### src/rtl/control_unit_gen.sv
// Fetch/decode/execute control unit with an NREG-entry register file, full NZVC branches
// and illegal-opcode detection. Define CU_MEM_WAIT_EN to hold memory states until mem_ready.
module control_unit_gen #(
    parameter int NREG = 4
) (
    input  logic            Clk,
    input  logic            Reset,
    input  logic [7:0]      IR,
    input  logic [3:0]      CCR_Result,
    input  logic            mem_ready,
    output logic            IR_Load,
    output logic            MAR_Load,
    output logic            PC_Load,
    output logic            PC_Inc,
    output logic            CCR_Load,
    output logic            write,
    output logic [NREG-1:0] Reg_Load,
    output logic [1:0]      Rsel_A,
    output logic [1:0]      Rsel_B,
    output logic [2:0]      ALU_Sel,
    output logic [1:0]      Bus1_Sel,
    output logic [1:0]      Bus2_Sel,
    output logic            illegal,
    output logic [4:0]      current_state
);

    // state | meaning
    // 00-03 | FETCH0..2 (PC->MAR, PC_Inc, mem->IR), DECODE
    // 04-06 | IMM0..2   07-0B | DIR0..4 (0A = read wait)   0C | ST write
    // 0D    | ALU       0E-0F | BR0, BR1 (condition)       10/11 | BR_TAKE/BR_SKIP
    typedef enum logic [4:0] {
        FETCH0  = 5'h00, FETCH1 = 5'h01, FETCH2 = 5'h02, DECODE = 5'h03,
        IMM0    = 5'h04, IMM1   = 5'h05, IMM2   = 5'h06,
        DIR0    = 5'h07, DIR1   = 5'h08, DIR2   = 5'h09, DIR3 = 5'h0A, DIR4 = 5'h0B,
        ST      = 5'h0C, ALU_EX = 5'h0D, BR0    = 5'h0E, BR1  = 5'h0F,
        BR_TAKE = 5'h10, BR_SKIP = 5'h11
    } state_t;

    state_t     state;
    logic       ready;
    logic       is_nop, is_imm, is_ld_dir, is_st, is_alu, is_br, legal;
    logic       taken;
    logic       reg_we;
    logic [1:0] dest;

`ifdef CU_MEM_WAIT_EN
    assign ready = mem_ready;
`else
    logic unused_mem_ready;
    assign ready            = 1'b1;
    assign unused_mem_ready = mem_ready;
`endif

    function automatic logic idx_ok(input logic [1:0] idx);
        return int'(idx) < NREG;
    endfunction

    always_comb begin
        is_nop    = (IR == 8'h00);
        is_imm    = (IR[7:4] == 4'h8) && idx_ok(IR[1:0]);
        is_ld_dir = (IR[7:4] == 4'h9) && idx_ok(IR[1:0]);
        is_st     = (IR[7:4] == 4'hA) && idx_ok(IR[1:0]);
        is_alu    = (IR[7:6] == 2'b01) && idx_ok(IR[3:2]) && idx_ok(IR[1:0]);
        is_br     = (IR[7:4] == 4'h2) && (IR[3:0] <= 4'd8);
        legal     = is_nop | is_imm | is_ld_dir | is_st | is_alu | is_br;
    end

    // CCR_Result = {N,Z,V,C}
    always_comb begin
        case (IR[3:0])
            4'd0:    taken = 1'b1;
            4'd1:    taken = CCR_Result[3];
            4'd2:    taken = ~CCR_Result[3];
            4'd3:    taken = CCR_Result[2];
            4'd4:    taken = ~CCR_Result[2];
            4'd5:    taken = CCR_Result[1];
            4'd6:    taken = ~CCR_Result[1];
            4'd7:    taken = CCR_Result[0];
            4'd8:    taken = ~CCR_Result[0];
            default: taken = 1'b0;
        endcase
    end

    always_ff @(posedge Clk) begin
        if (Reset) begin
            state <= FETCH0;
        end else begin
            case (state)
                FETCH0:  state <= FETCH1;
                FETCH1:  if (ready) state <= FETCH2;
                FETCH2:  state <= DECODE;
                DECODE: begin
                    if (is_imm)                  state <= IMM0;
                    else if (is_ld_dir || is_st) state <= DIR0;
                    else if (is_alu)             state <= ALU_EX;
                    else if (is_br)              state <= BR0;
                    else                         state <= FETCH0;
                end
                IMM0:    state <= IMM1;
                IMM1:    if (ready) state <= IMM2;
                IMM2:    state <= FETCH0;
                DIR0:    state <= DIR1;
                DIR1:    if (ready) state <= DIR2;
                DIR2:    state <= is_st ? ST : DIR3;
                DIR3:    if (ready) state <= DIR4;
                DIR4:    state <= FETCH0;
                ST:      if (ready) state <= FETCH0;
                ALU_EX:  state <= FETCH0;
                BR0:     state <= BR1;
                BR1:     if (ready) state <= taken ? BR_TAKE : BR_SKIP;
                BR_TAKE: state <= FETCH0;
                BR_SKIP: state <= FETCH0;
                default: state <= FETCH0;
            endcase
        end
    end

    // Outputs decode the registered state; Reset forces every output low.
    always_comb begin
        IR_Load       = 1'b0;
        MAR_Load      = 1'b0;
        PC_Load       = 1'b0;
        PC_Inc        = 1'b0;
        CCR_Load      = 1'b0;
        write         = 1'b0;
        Reg_Load      = '0;
        Rsel_A        = 2'b00;
        Rsel_B        = 2'b00;
        ALU_Sel       = 3'b000;
        Bus1_Sel      = 2'b00;
        Bus2_Sel      = 2'b00;
        illegal       = 1'b0;
        current_state = 5'h00;
        reg_we        = 1'b0;
        dest          = IR[1:0];
        if (!Reset) begin
            current_state = state;
            case (state)
                FETCH0, IMM0, DIR0, BR0: begin
                    Bus1_Sel = 2'b00;
                    Bus2_Sel = 2'b01;
                    MAR_Load = 1'b1;
                end
                FETCH1, IMM1, DIR1: PC_Inc = ready;
                FETCH2: begin
                    Bus2_Sel = 2'b10;
                    IR_Load  = 1'b1;
                end
                DECODE: illegal = ~legal;
                IMM2, DIR4: begin
                    Bus2_Sel = 2'b10;
                    reg_we   = 1'b1;
                end
                DIR2: begin
                    Bus2_Sel = 2'b10;
                    MAR_Load = 1'b1;
                end
                ST: begin
                    Bus1_Sel = 2'b01;
                    Rsel_A   = IR[1:0];
                    Bus2_Sel = 2'b01;
                    write    = 1'b1;
                end
                ALU_EX: begin
                    Rsel_A   = IR[3:2];
                    Rsel_B   = IR[1:0];
                    ALU_Sel  = {1'b0, IR[5:4]};
                    Bus2_Sel = 2'b00;
                    CCR_Load = 1'b1;
                    reg_we   = 1'b1;
                    dest     = IR[3:2];
                end
                BR_TAKE: begin
                    Bus2_Sel = 2'b10;
                    PC_Load  = 1'b1;
                end
                BR_SKIP: PC_Inc = 1'b1;
                default: ;
            endcase
            for (int i = 0; i < NREG; i++) begin
                if (reg_we && dest == 2'(i)) Reg_Load[i] = 1'b1;
            end
        end
    end

endmodule

### config.mk
export PLATFORM = sky130hd
export DESIGN_NAME = control_unit_gen
export DESIGN_NICKNAME = d
export VERILOG_FILES = /design/src/rtl/control_unit_gen.sv
export SDC_FILE = /design/constraint.sdc
export NUM_CORES = 1
export LEC_CHECK = 0
export CORE_ASPECT_RATIO = 2
export CORE_MARGIN = 2
export CORE_UTILIZATION = 30
export DETAILED_ROUTE_END_ITERATION = 12
export PLACE_DENSITY = 0.63
export SETUP_SLACK_MARGIN = 0.15
export SYNTH_ARGS = -nofsm -noshare
export SYNTH_HDL_FRONTEND = slang
export SYNTH_SLANG_ARGS = --single-unit
export TNS_END_PERCENT = 1
### constraint.sdc
create_clock -name Clk -period 1.93 [get_ports Clk]
set_clock_uncertainty 0.15 [all_clocks]
set_input_delay 0.193 -clock Clk [delete_from_list [all_inputs] [get_ports Clk]]
set_output_delay 0.193 -clock Clk [all_outputs]
set_load 0.01 [all_outputs]
==> results.json <==
{
  "violations": "negative setup slack",
  "path_cells": "inv_4 -> nor4_4 -> buf_4 -> mux2i_4 -> nor3b_2 -> buf_2",
  "gp_congestion": 0.7858,
  "overflow": 0,
  "ys_ff_latch": 5,
  "antennaDiodeCount": 0,
  "rsz0062_at_grt": "yes",
  "stdcell_count": 233,
  "htree_levels": 1,
  "timing.fmax_mhz": 501.8,
  "fin_nets": 219,
  "drtAntennaViolNets": 0,
  "path_class": "reg2out",
  "r2r-start": "state[3]",
  "routedWlPerCell_um": 14.54,
  "numPortBuffers": 38,
  "top_register": "state",
  "clock-sinks": 5,
  "first_pass_iters": 4,
  "setup_viol": 4,
  "async_flop_share_pct": 0,
  "synth_edf_count": 0,
  "fin_crit_sh_pct": 103.3,
  "dp_slack_ns": -0.3969,
  "max_stage_delay_ns": 0.34,
  "ir_worst_vdd_uv": 268.5,
  "ys.flop_type": "dfxtp_1",
  "drt-vias-per-instance": 5.468,
  "layout-drive-gt1-share_pct": 42.36,
  "worstSetupEndpointType": "primary output",
  "rows": 28,
  "postSynthCellCount": 133,
  "holdPathEnd": "state[4]",
  "yosys_warnings": 0,
  "worst_r2r_path_depth": 7,
  "root_buffer": "clkbuf_8",
  "cp.required_ns": 1.59,
  "finalCriticalPeriod_ns": 1.993,
  "grt_pass1_vias": 1261,
  "grtUsageTotal_pct": 19.73,
  "core_mm2": 0.002908,
  "slew_violations": 0,
  "cellLeakagePower_nw": 0.7570,
  "maxCapViolations": 0,
  "clkTransAtPathRegs_ns": 0.04,
  "status": "finished, violations left",
  "syn_area_per_cell_um2": 6.792,
  "startpoint_type": "flop",
  "initial_core_util_pct": 31.07,
  "die-area_mm2": 0.003493,
  "setup_slack_ns": -0.06292,
  "hp-class": "in2reg",
  "cts_buffer_depth": 2,
  "min_path_cells": 3,
  "worstPathMaxFanout": 3,
  "drt_wl_total_mm": 3.388,
  "grt_max_degree": 17,
  "drc": 0,
  "worstPathArrival_ns": 1.65,
  "rrSetupSlack_ns": 0.22,
  "synth_seq_area_share_pct": 11.08,
  "timing.final.hold_violations": 0,
  "ys_types": 44,
  "critPathSlowestCell": "dfxtp_2",
  "clk_latency_ns": 0.22,
  "syn_area_um2": 903.4,
  "die_h_um": 81.61,
  "pin_count": 42,
  "total_power_uw": 578.0,
  "min_from": "Reset",
  "dp_hpwl_mm": 2.760,
  "numCtsBuffers": 3,
  "die_x_um": 42.80,
  "num_vias": 1274,
  "antenna_found_initial": 0,
  "setup_tns_ns": -0.2303,
  "syn_to_final_growth_pct": 79.78,
  "grt_pass1_wl_mm": 5.347,
  "worstReg2RegEnd": "state[3]",
  "largest_reg_flops": 5,
  "reg_top3": "state x5",
  "drtIter0Drc": 14,
  "cellPowerDensity_mw_per_mm2": 355.9,
  "dp_cells": 223,
  "cts_tree": "yes"
}
[timing repair]
item / CTS / global route
endpoints found under the setup margin: 26 / 24
setup buffers: 6 / 0
hold buffers: 0 / 0
cloned: 0 / 0
pin swaps: 11 / 10
resized for setup: 85 / 21
[per-layer routing]
metal / share of wire (%) / vias to the layer above / GRT usage (%)
li1: - / 620 / -
met1: 32 / 592 / 16.45
met2: 58 / 45 / 41.36
met3: 4.1 / 17 / 2.198
met4: 5.8 / 0 / 11.56
met5: 0 / - / 0
[critical path, delay by kind of cell (launching register included)]
| family | cells | cell delay, ns |
|---|---|---|
| buf+inv | 3 | 0.37 |
| mux | 1 | 0.23 |
| simple gates | 2 | 0.49 |
| flops | 1 | 0.34 |
[cells in the mapped netlist, drive strengths merged (4+ instances only)]
master,instances,area share (%)
nand2,5,2.1
a31oi,7,4.8
mux2i,6,6.6
o21ai,9,5.0
inv,6,2.8
buf,13,9.0
a21oi,6,3.3
nor3,7,3.9
nor2b,7,5.1
a211oi,4,3.9
nor4,5,5.8
and2,5,3.5
dfxtp,5,11
nor2,15,6.2
[report_power, final]
group	internal, mW	switching (mW)
combinational	0.136	0.130
sequential	0.110	0.00605
clock	0.142	0.0532
[kinds of logic (layout without fill, tap and decap cells)]
| group | count (synthesis) | after routing | share of synthesized area, % |
|---|---|---|---|
| buffers and inverters | 22 | 91 | 13.16 |
| muxes | 6 | 6 | 6.648 |
| and+or+nand+nor | 58 | 58 | 38.23 |
| DFF | 5 | 5 | 11.08 |
| other | 1 | 2 | 0.4151 |
| AOI/OAI and AO/OA | 39 | 39 | 28.53 |
| xor gates and xnor gates | 2 | 2 | 1.939 |
[cells in the final DEF, fill, tap and decap left out, types with 3 or more instances in the layout]
master / Yosys / layout
nor3_1: 7 / 5
clkbuf_8: 0 / 3
nand2b_1: 3 / 3
and2_1: 5 / 3
a31oi_1: 7 / 7
inv_1: 5 / 5
o22ai_1: 3 / 3
buf_4: 4 / 39
mux2i_1: 6 / 5
buf_6: 1 / 6
dlygate4sd2_1: 0 / 6
o21ai_0: 9 / 9
a21oi_1: 6 / 4
clkdlybuf4s50_1: 0 / 11
buf_2: 8 / 13
nor2b_1: 6 / 6
nand2_1: 5 / 5
nor2_1: 15 / 14
a211oi_1: 3 / 3
nor4_1: 3 / 3
[per-stage QoR]
stage	hold WS, ns	area, µm²	utilization [%]
floorplan	0.1614	912.1	-
global placement	0.5780	1514	52.07
detailed placement	0.5777	1514	52.07
CTS	0.3203	1593	54.78
global route	0.3502	1624	55.85
finish	0.3122	1624	55.85
[layout make-up]
class                   count  area [µm²]
clock buffers               4       45.04
fillers                   310        1284
inverters                   6       25.02
multi-input cells         107       762.0
flip-flops and latches      5       106.4
well taps                  30       37.54
repair buffers             81       648.1
[worst max path at each step]
stage | start | end | slack [ns] | cells after the start
2_1_floorplan | state[0] | Reg_Load[1] | 0.19 | 5
3_3_place_gp | IR[1] | illegal | -0.40 | 7
3_5_place_dp | Reset | Rsel_A[0] | -0.40 | 5
4_1_cts | state[0] | Reg_Load[1] | -0.08 | 6
5_1_grt | state[0] | Reg_Load[3] | -0.16 | 7
6_report | state[0] | Reg_Load[1] | -0.06 | 6
Power figures use the tool's default switching activity.
